**config.mk**
```make
export PLATFORM = sky130hd
export DESIGN_NAME = calib_pulse_seq_flat
export DESIGN_NICKNAME = d
export VERILOG_FILES = /design/src/rtl/calib_pulse_seq_if.sv /design/src/rtl/calib_pulse_seq.sv /design/src/flat_wrapper.sv
export SDC_FILE = /design/constraint.sdc
export NUM_CORES = 1
export LEC_CHECK = 0
export ABC_AREA = 0
export BUFFER_PORTS_ARGS = -buffer_cell sky130_fd_sc_hd__buf_2
export CORE_MARGIN = 3
export CORE_UTILIZATION = 50
export DETAILED_ROUTE_END_ITERATION = 8
export GPL_TIMING_DRIVEN = 0
export HOLD_SLACK_MARGIN = 0.02
export PLACE_DENSITY = 0.73
export SLEW_MARGIN = 5
export SYNTH_ARGS = -nofsm -noshare
export SYNTH_HDL_FRONTEND = slang
export SYNTH_SLANG_ARGS = --single-unit
```
**constraint.sdc**
```tcl
create_clock -name CLK -period 1.9 [get_ports CLK]
set_input_delay 0.38 -clock CLK [delete_from_list [all_inputs] [get_ports CLK]]
set_output_delay 0.38 -clock CLK [all_outputs]
set_load 0.005 [all_outputs]
```
**src/rtl/calib_pulse_seq_if.sv**
```systemverilog
// Request/setting inputs and pulse/status outputs of the calibration pulse sequencer.
// Latency: none; this is a plain wiring bundle.
// Backpressure: none; requests are edge-sampled levels and outputs are free-running.
interface calib_pulse_seq_if #(
  parameter int DLY_W = 8,
  parameter int WID_W = 4,
  parameter int CNT_W = 8
);
  logic             ENABLE;
  logic             INJ_REQ;
  logic             EXT_REQ;
  logic [DLY_W-1:0] DLY;
  logic [WID_W-1:0] WIDTH;
  logic [WID_W-1:0] GAP;
  logic [CNT_W-1:0] NPULSE;
  logic             INJ_PLS;
  logic             EXT_PLS;
  logic             BUSY;
  logic             DONE;
  logic [CNT_W-1:0] DROP_CNT;

  modport master (
    output ENABLE, INJ_REQ, EXT_REQ, DLY, WIDTH, GAP, NPULSE,
    input  INJ_PLS, EXT_PLS, BUSY, DONE, DROP_CNT
  );

  modport slave (
    input  ENABLE, INJ_REQ, EXT_REQ, DLY, WIDTH, GAP, NPULSE,
    output INJ_PLS, EXT_PLS, BUSY, DONE, DROP_CNT
  );
endinterface

```
**src/rtl/calib_pulse_seq.sv**
```systemverilog
// Calibration pulse sequencer: turns injection/external request edges into programmable pulse trains.
// Latency: request edge accepted at edge k, first pulse edge at k+1+DLY; all outputs registered.
// Backpressure: none; one pending slot per type, further edges are counted as drops (saturating).
module calib_pulse_seq #(
  parameter int DLY_W = 8,
  parameter int WID_W = 4,
  parameter int CNT_W = 8
) (
  input logic           CLK,
  input logic           RST,
  calib_pulse_seq_if.slave bus
);

  typedef enum logic [1:0] {S_IDLE, S_DELAY, S_HIGH, S_GAP} state_t;

  state_t           state_q, state_nxt;
  logic             inj_d, ext_d;
  logic             inj_pend, ext_pend;
  logic             start_q;
  logic             sel_ext_q;
  logic [DLY_W-1:0] dly_lat;
  logic [WID_W-1:0] wid_lat, gap_lat;
  logic [CNT_W-1:0] npl_lat;
  logic [DLY_W-1:0] cnt_q, cnt_nxt;
  logic [CNT_W-1:0] pls_q, pls_nxt;
  logic             done_nxt;
  logic [DLY_W-1:0] wid_m1, gap_m1;

  logic             inj_edge, ext_edge;
  logic             can_start, inj_start, ext_start;
  logic             inj_drop, ext_drop;
  logic [CNT_W:0]   drop_sum;

  // Edge detect and arbitration: INJ (fresh or pending) wins over EXT; an edge that
  // cannot start goes to its slot, or is dropped if the slot is already occupied.
  always_comb begin
    inj_edge  = bus.INJ_REQ & ~inj_d;
    ext_edge  = bus.EXT_REQ & ~ext_d;
    can_start = bus.ENABLE & (state_q == S_IDLE) & ~start_q;
    inj_start = can_start & (inj_pend | inj_edge);
    ext_start = can_start & ~inj_start & (ext_pend | ext_edge);
    inj_drop  = bus.ENABLE & ~inj_start & inj_edge & inj_pend;
    ext_drop  = bus.ENABLE & ~ext_start & ext_edge & ext_pend;
    drop_sum  = {1'b0, bus.DROP_CNT} + (CNT_W+1)'(inj_drop) + (CNT_W+1)'(ext_drop);
  end

  // Request history, pending slots and the saturating drop counter.
  // A start consumes a pending slot; a fresh edge arriving in the same cycle refills it.
  always_ff @(posedge CLK) begin
    if (RST) begin
      inj_d        <= 1'b0;
      ext_d        <= 1'b0;
      inj_pend     <= 1'b0;
      ext_pend     <= 1'b0;
      start_q      <= 1'b0;
      bus.DROP_CNT <= '0;
    end else begin
      inj_d   <= bus.INJ_REQ;
      ext_d   <= bus.EXT_REQ;
      start_q <= inj_start | ext_start;
      if (!bus.ENABLE) begin
        inj_pend <= 1'b0;
        ext_pend <= 1'b0;
      end else begin
        inj_pend <= inj_start ? (inj_pend & inj_edge) : (inj_pend | inj_edge);
        ext_pend <= ext_start ? (ext_pend & ext_edge) : (ext_pend | ext_edge);
      end
      if (drop_sum[CNT_W]) begin
        bus.DROP_CNT <= '1;
      end else begin
        bus.DROP_CNT <= drop_sum[CNT_W-1:0];
      end
    end
  end

  // Settings snapshot at acceptance so later input changes cannot disturb a running train.
  always_ff @(posedge CLK) begin
    if (RST) begin
      sel_ext_q <= 1'b0;
      dly_lat   <= '0;
      wid_lat   <= WID_W'(1);
      gap_lat   <= WID_W'(1);
      npl_lat   <= CNT_W'(1);
    end else if (inj_start | ext_start) begin
      sel_ext_q <= ext_start;
      dly_lat   <= bus.DLY;
      wid_lat   <= (bus.WIDTH == '0) ? WID_W'(1) : bus.WIDTH;
      gap_lat   <= (bus.GAP == '0) ? WID_W'(1) : bus.GAP;
      npl_lat   <= (bus.NPULSE == '0) ? CNT_W'(1) : bus.NPULSE;
    end
  end

  // Next-state and counter logic; ENABLE low overrides everything back to IDLE without DONE.
  always_comb begin
    state_nxt = state_q;
    cnt_nxt   = cnt_q;
    pls_nxt   = pls_q;
    done_nxt  = 1'b0;
    wid_m1    = DLY_W'(wid_lat) - DLY_W'(1);
    gap_m1    = DLY_W'(gap_lat) - DLY_W'(1);
    case (state_q)
      S_IDLE: begin
        if (start_q) begin
          pls_nxt = npl_lat;
          if (dly_lat == '0) begin
            state_nxt = S_HIGH;
            cnt_nxt   = wid_m1;
          end else begin
            state_nxt = S_DELAY;
            cnt_nxt   = dly_lat - DLY_W'(1);
          end
        end
      end
      S_DELAY: begin
        if (cnt_q == '0) begin
          state_nxt = S_HIGH;
          cnt_nxt   = wid_m1;
        end else begin
          cnt_nxt = cnt_q - DLY_W'(1);
        end
      end
      S_HIGH: begin
        if (cnt_q == '0) begin
          if (pls_q <= CNT_W'(1)) begin
            state_nxt = S_IDLE;
            done_nxt  = 1'b1;
          end else begin
            pls_nxt   = pls_q - CNT_W'(1);
            state_nxt = S_GAP;
            cnt_nxt   = gap_m1;
          end
        end else begin
          cnt_nxt = cnt_q - DLY_W'(1);
        end
      end
      S_GAP: begin
        if (cnt_q == '0) begin
          state_nxt = S_HIGH;
          cnt_nxt   = wid_m1;
        end else begin
          cnt_nxt = cnt_q - DLY_W'(1);
        end
      end
      default: state_nxt = S_IDLE;
    endcase
    if (!bus.ENABLE) begin
      state_nxt = S_IDLE;
      done_nxt  = 1'b0;
    end
  end

  // State register plus outputs registered from the next state, so outputs track state exactly.
  always_ff @(posedge CLK) begin
    if (RST) begin
      state_q     <= S_IDLE;
      cnt_q       <= '0;
      pls_q       <= '0;
      bus.INJ_PLS <= 1'b0;
      bus.EXT_PLS <= 1'b0;
      bus.BUSY    <= 1'b0;
      bus.DONE    <= 1'b0;
    end else begin
      state_q     <= state_nxt;
      cnt_q       <= cnt_nxt;
      pls_q       <= pls_nxt;
      bus.INJ_PLS <= (state_nxt == S_HIGH) & ~sel_ext_q;
      bus.EXT_PLS <= (state_nxt == S_HIGH) & sel_ext_q;
      bus.BUSY    <= (state_nxt != S_IDLE);
      bus.DONE    <= done_nxt;
    end
  end

endmodule

```
**src/flat_wrapper.sv**
```systemverilog
// flat-port wrapper written by rule: the top's interface ports become plain ports
module calib_pulse_seq_flat 
#(
  parameter int DLY_W = 8,
  parameter int WID_W = 4,
  parameter int CNT_W = 8
)
  (CLK, RST, bus_ENABLE, bus_INJ_REQ, bus_EXT_REQ, bus_DLY, bus_WIDTH, bus_GAP, bus_NPULSE, bus_INJ_PLS, bus_EXT_PLS, bus_BUSY, bus_DONE, bus_DROP_CNT);
  calib_pulse_seq_if #(.DLY_W(DLY_W), .WID_W(WID_W), .CNT_W(CNT_W)) bus_i ();
  input logic CLK;
  input logic RST;
  input wire logic [$bits(bus_i.ENABLE)-1:0] bus_ENABLE;
  input wire logic [$bits(bus_i.INJ_REQ)-1:0] bus_INJ_REQ;
  input wire logic [$bits(bus_i.EXT_REQ)-1:0] bus_EXT_REQ;
  input wire logic [$bits(bus_i.DLY)-1:0] bus_DLY;
  input wire logic [$bits(bus_i.WIDTH)-1:0] bus_WIDTH;
  input wire logic [$bits(bus_i.GAP)-1:0] bus_GAP;
  input wire logic [$bits(bus_i.NPULSE)-1:0] bus_NPULSE;
  output wire logic [$bits(bus_i.INJ_PLS)-1:0] bus_INJ_PLS;
  output wire logic [$bits(bus_i.EXT_PLS)-1:0] bus_EXT_PLS;
  output wire logic [$bits(bus_i.BUSY)-1:0] bus_BUSY;
  output wire logic [$bits(bus_i.DONE)-1:0] bus_DONE;
  output wire logic [$bits(bus_i.DROP_CNT)-1:0] bus_DROP_CNT;
  assign bus_i.ENABLE = bus_ENABLE;
  assign bus_i.INJ_REQ = bus_INJ_REQ;
  assign bus_i.EXT_REQ = bus_EXT_REQ;
  assign bus_i.DLY = bus_DLY;
  assign bus_i.WIDTH = bus_WIDTH;
  assign bus_i.GAP = bus_GAP;
  assign bus_i.NPULSE = bus_NPULSE;
  assign bus_INJ_PLS = bus_i.INJ_PLS;
  assign bus_EXT_PLS = bus_i.EXT_PLS;
  assign bus_BUSY = bus_i.BUSY;
  assign bus_DONE = bus_i.DONE;
  assign bus_DROP_CNT = bus_i.DROP_CNT;
  calib_pulse_seq #(.DLY_W(DLY_W), .WID_W(WID_W), .CNT_W(CNT_W)) u_core (.CLK(CLK), .RST(RST), .bus(bus_i));
endmodule
```
==> impl_results.md <==
- Rows: 28
- Syn avg cell area: 8.034 sq um
- Maxcap violations: 0
- Largest family of logic cells by synthesized area: simple AND/OR/NAND/NOR gates
- Die Span Y: 85.37 um
- Detailed-route DRC error count: 0
- # fillers: 477
- Slew @ Worst Pin: 0.6780 ns
- Post-DP HPWL: 5.689 mm
- CP arrival: 2.18 ns
- Min-Delay Path Class: in2reg
- Register area: 1226 sq um
- Outcome: complete, but fails checks
- Overall via count from detail_route: 3,188
- Peak VDD IR: 0.0006957 V
- Final hold violation count: 0
- CTS H-tree lvls: 3
- Min Clock Period, post-route: 1.975 ns
- Gr ovfl total: 0
- Via/cell ratio: 5.807
- Iter 0 DRT Violations: 256
- Setup slack at placement: -0.3663 ns
- Failing checks: setup timing
- DIE AREA: 7287 sq um
- WL per Instance: 15.90 um
- First-pass GRT wire length: 14.25 mm
- Setup crit end kind: flop
- IO buf count: 39
- Mux cell area share after synthesis: 1.629%
- Synth cell types: 56
- Ys async rst share: 0%
- Initial antenna violation count: 0
- Pwr dens: 921.5 nW/um^2
- Post-placement cell area: 3465 sq um
- TritonCTS clock tree: done
- Kind of critical path: reg2reg
- Post-CTS Hold Buffers: 0
- Synth Flop Type: dfxtp_1
- Worst EP required: 2.10 ns
- Simple logic cell fraction of the synthesized area: 25.94%
- Clock root buffer master: clkbuf_8
- Initial core utilization: 52.26%
- Adder-cell share of the synthesized area: 4.211%
- Skew final: 0.01171 ns
- Syn_nets: 431
- Placer Congestion: 0.8918
- Routed wire length: 8.729 mm
- Clk_lat worst skew: 0.34 ns
- Die width: 85.37 um
- Design area: 4215 sq um
- Setup violators final: 12
- Core area: 6026 sq um
- Vias in the first global route: 2,980
- Unrepaired setup endpoints after global routing: yes
- Reg clk slew, reported paths: 0.07 ns
- Fin Setup TNS: -0.4935 ns
- Crit path setup slack, layout: -0.07492 ns
- Post-synthesis sequential area ratio: 38.14%
- GRT Total Usage: 24.31%
- CP max FO: 7
- Mapped cell area: 3149 sq um
- Number of synthesized flops with an enable pin: 0
- Routed Antenna Nets: 0
- Cells after Synth: 392
- CTS max path bufs: 2
- Synth Register Bits: 60
- Clock sink total: 60
- CP startpoint kind: flop
- Leak pwr: 1.715 nW
- Multi-input combinational cell area: 2072 sq um
- Post-synthesis compound-gate area fraction: 22.01%
- Final #Nets: 508
- CTS buffer count: 9
- Max-slew violations: 0
- I/O pin total: 41
- Relative slew slack: 54.80%
- Layout cells sized above 1: 32.91%
- Largest net degree at the start of global routing: 11
- Diode count: 0
- Post-Synth XOR/XNOR Area: 3.615%
- Area Growth Syn to Fin: 33.85%
- DRT Pass-1 Iters: 5
- Ys Warns: 0
- FMAX: 506.3 MHz
- Post-route clock period utilization: 103.9%
## synthesized netlist by cell type (2+ instances only)
cell type	number	area share, %
o31ai_1	5	1.2
o21bai_1	3	0.72
and3_1	4	0.79
a22oi_1	2	0.48
a211o_1	2	0.56
nand4_1	4	0.79
a31oi_1	6	1.2
or3_1	7	1.4
nand2_1	61	7.3
o311ai_0	2	0.56
o21a_1	2	0.48
dfxtp_1	60	38
nor2_1	24	2.9
a211oi_1	7	1.7
ha_1	9	3.6
nor4_1	3	0.60
a2bb2oi_1	2	0.56
o41ai_1	2	0.56
inv_1	17	2.0
mux2i_1	4	1.3
xor2_1	7	1.9
nand3_1	6	0.95
o211ai_1	4	0.95
nor3b_1	4	0.95
or2_2	3	0.60
a21o_1	2	0.48
a21oi_1	48	7.6
o21ai_0	15	2.4
nand2b_1	5	0.99
clkbuf_1	16	1.9
xnor2_1	6	1.7
nor2b_1	6	1.2
nor3_1	19	3.0
or4_1	3	0.72
## cells in the final DEF (no fill, tap or decap), types with 4 or more instances in the layout
cell type  count
ha_1           6
xor2_1         7
dfxtp_2        5
dfxtp_4        5
nor2_1        21
buf_4         26
mux2i_1        4
o211ai_1       4
or3_1          6
a21oi_1       39
nor2b_1        4
inv_1         12
nor3_1        14
nand4_1        4
buf_2         39
clkbuf_1      11
a31oi_1        5
clkbuf_8      10
nand2b_1       5
o21ai_0       14
nand3_1        5
nand2_1       60
clkbuf_2       4
a211oi_1       4
buf_6          6
xnor2_1        6
dfxtp_1       50
a21oi_2        8
## where the power goes
group | switching (mW) | total, mW | internal [mW]
Sequential | 0.0917 | 1.43 | 1.33
Clock | 0.516 | 1.39 | 0.874
Combinational | 0.584 | 1.07 | 0.486
Total | 1.19 | 3.88 | 2.69
## stage by stage
stage / hold WS [ns] / total power [mW] / instances / utilization, %
2_1_floorplan: 0.4362 / 2.034 / 392 / -
3_3_place_gp: 0.4508 / 2.224 / 506 / 57.50
3_5_place_dp: 0.4540 / 2.233 / 506 / 57.50
4_1_cts: 0.2592 / 3.737 / 539 / 66.22
5_1_grt: 0.2672 / 4.054 / 549 / 69.95
6_report: 0.2634 / 3.884 / 549 / 69.95
## logic make-up after synthesis
family | Yosys count
simple gates | 159
flops | 60
fa+ha+maj | 10
compound gates | 110
xor+xnor | 13
buf+inv | 35
mux | 5
## final cells by class
cell class,count,area share (%)
multi-input cells,297,49.15
repair buffers,68,10.15
plain buffers,16,2.226
inverters,17,1.633
clock buffers,12,3.206
well taps,75,2.226
clock inverters,4,2.315
flip-flops and latches,60,29.09
## what timing repair did
| item | CTS | global route |
|---|---|---|
| buffers inserted | 18 | 11 |
| gates resized for setup | 48 | 40 |
| pin swaps | 22 | 22 |
| setup endpoints to repair | 51 | 49 |
| gates cloned | 0 | 0 |
## final timing paths
kind | slack (ns) | end | start | depth (start not counted)
max | -0.07 | u_core.pls_q[2]$_SDFFE_PP0P_ | u_core.cnt_q[0]$_SDFFE_PP0P_ | 9
min | 0.26 | u_core.ext_d$_SDFF_PP0_ | bus_EXT_REQ | 2
min reg2reg | 0.46 | u_core.npl_lat[7]$_SDFFE_PP0P_ | u_core.npl_lat[7]$_SDFFE_PP0P_ | 2
max reg2reg | -0.07 | u_core.pls_q[2]$_SDFFE_PP0P_ | u_core.cnt_q[0]$_SDFFE_PP0P_ | 9
## per-layer routing
layer	vias up	wire [um]	part of all wire, %	global-route usage (%)
met4	0	149	1.7	7.338
met3	15	409	4.7	4.369
met2	108	4194	48	39.83
met1	1508	3975	46	32.61
met5	-	0	0	0
li1	1557	-	-	-
## registers in the layout (all words and copies together), names as in the netlist, 2 cells and up
register	flops
u_core.npl_lat	8
u_core.gap_lat	4
u_core.cnt_q	8
u_core.pls_q	8
u_core.bus.DROP_CNT	8
u_core.dly_lat	8
u_core.wid_lat	4
u_core.state_q	2
## worst max-delay path, cell delays in order, from the launching register on
cell	delay (ns)
dfxtp_2	0.33
inv_2	0.08
ha_4	0.14
or4b_4	0.51
nor3_4	0.15
nand2b_1	0.10
buf_6	0.14
buf_6	0.11
o211ai_1	0.17
a31oi_1	0.10
Power figures use the tool's default switching activity.
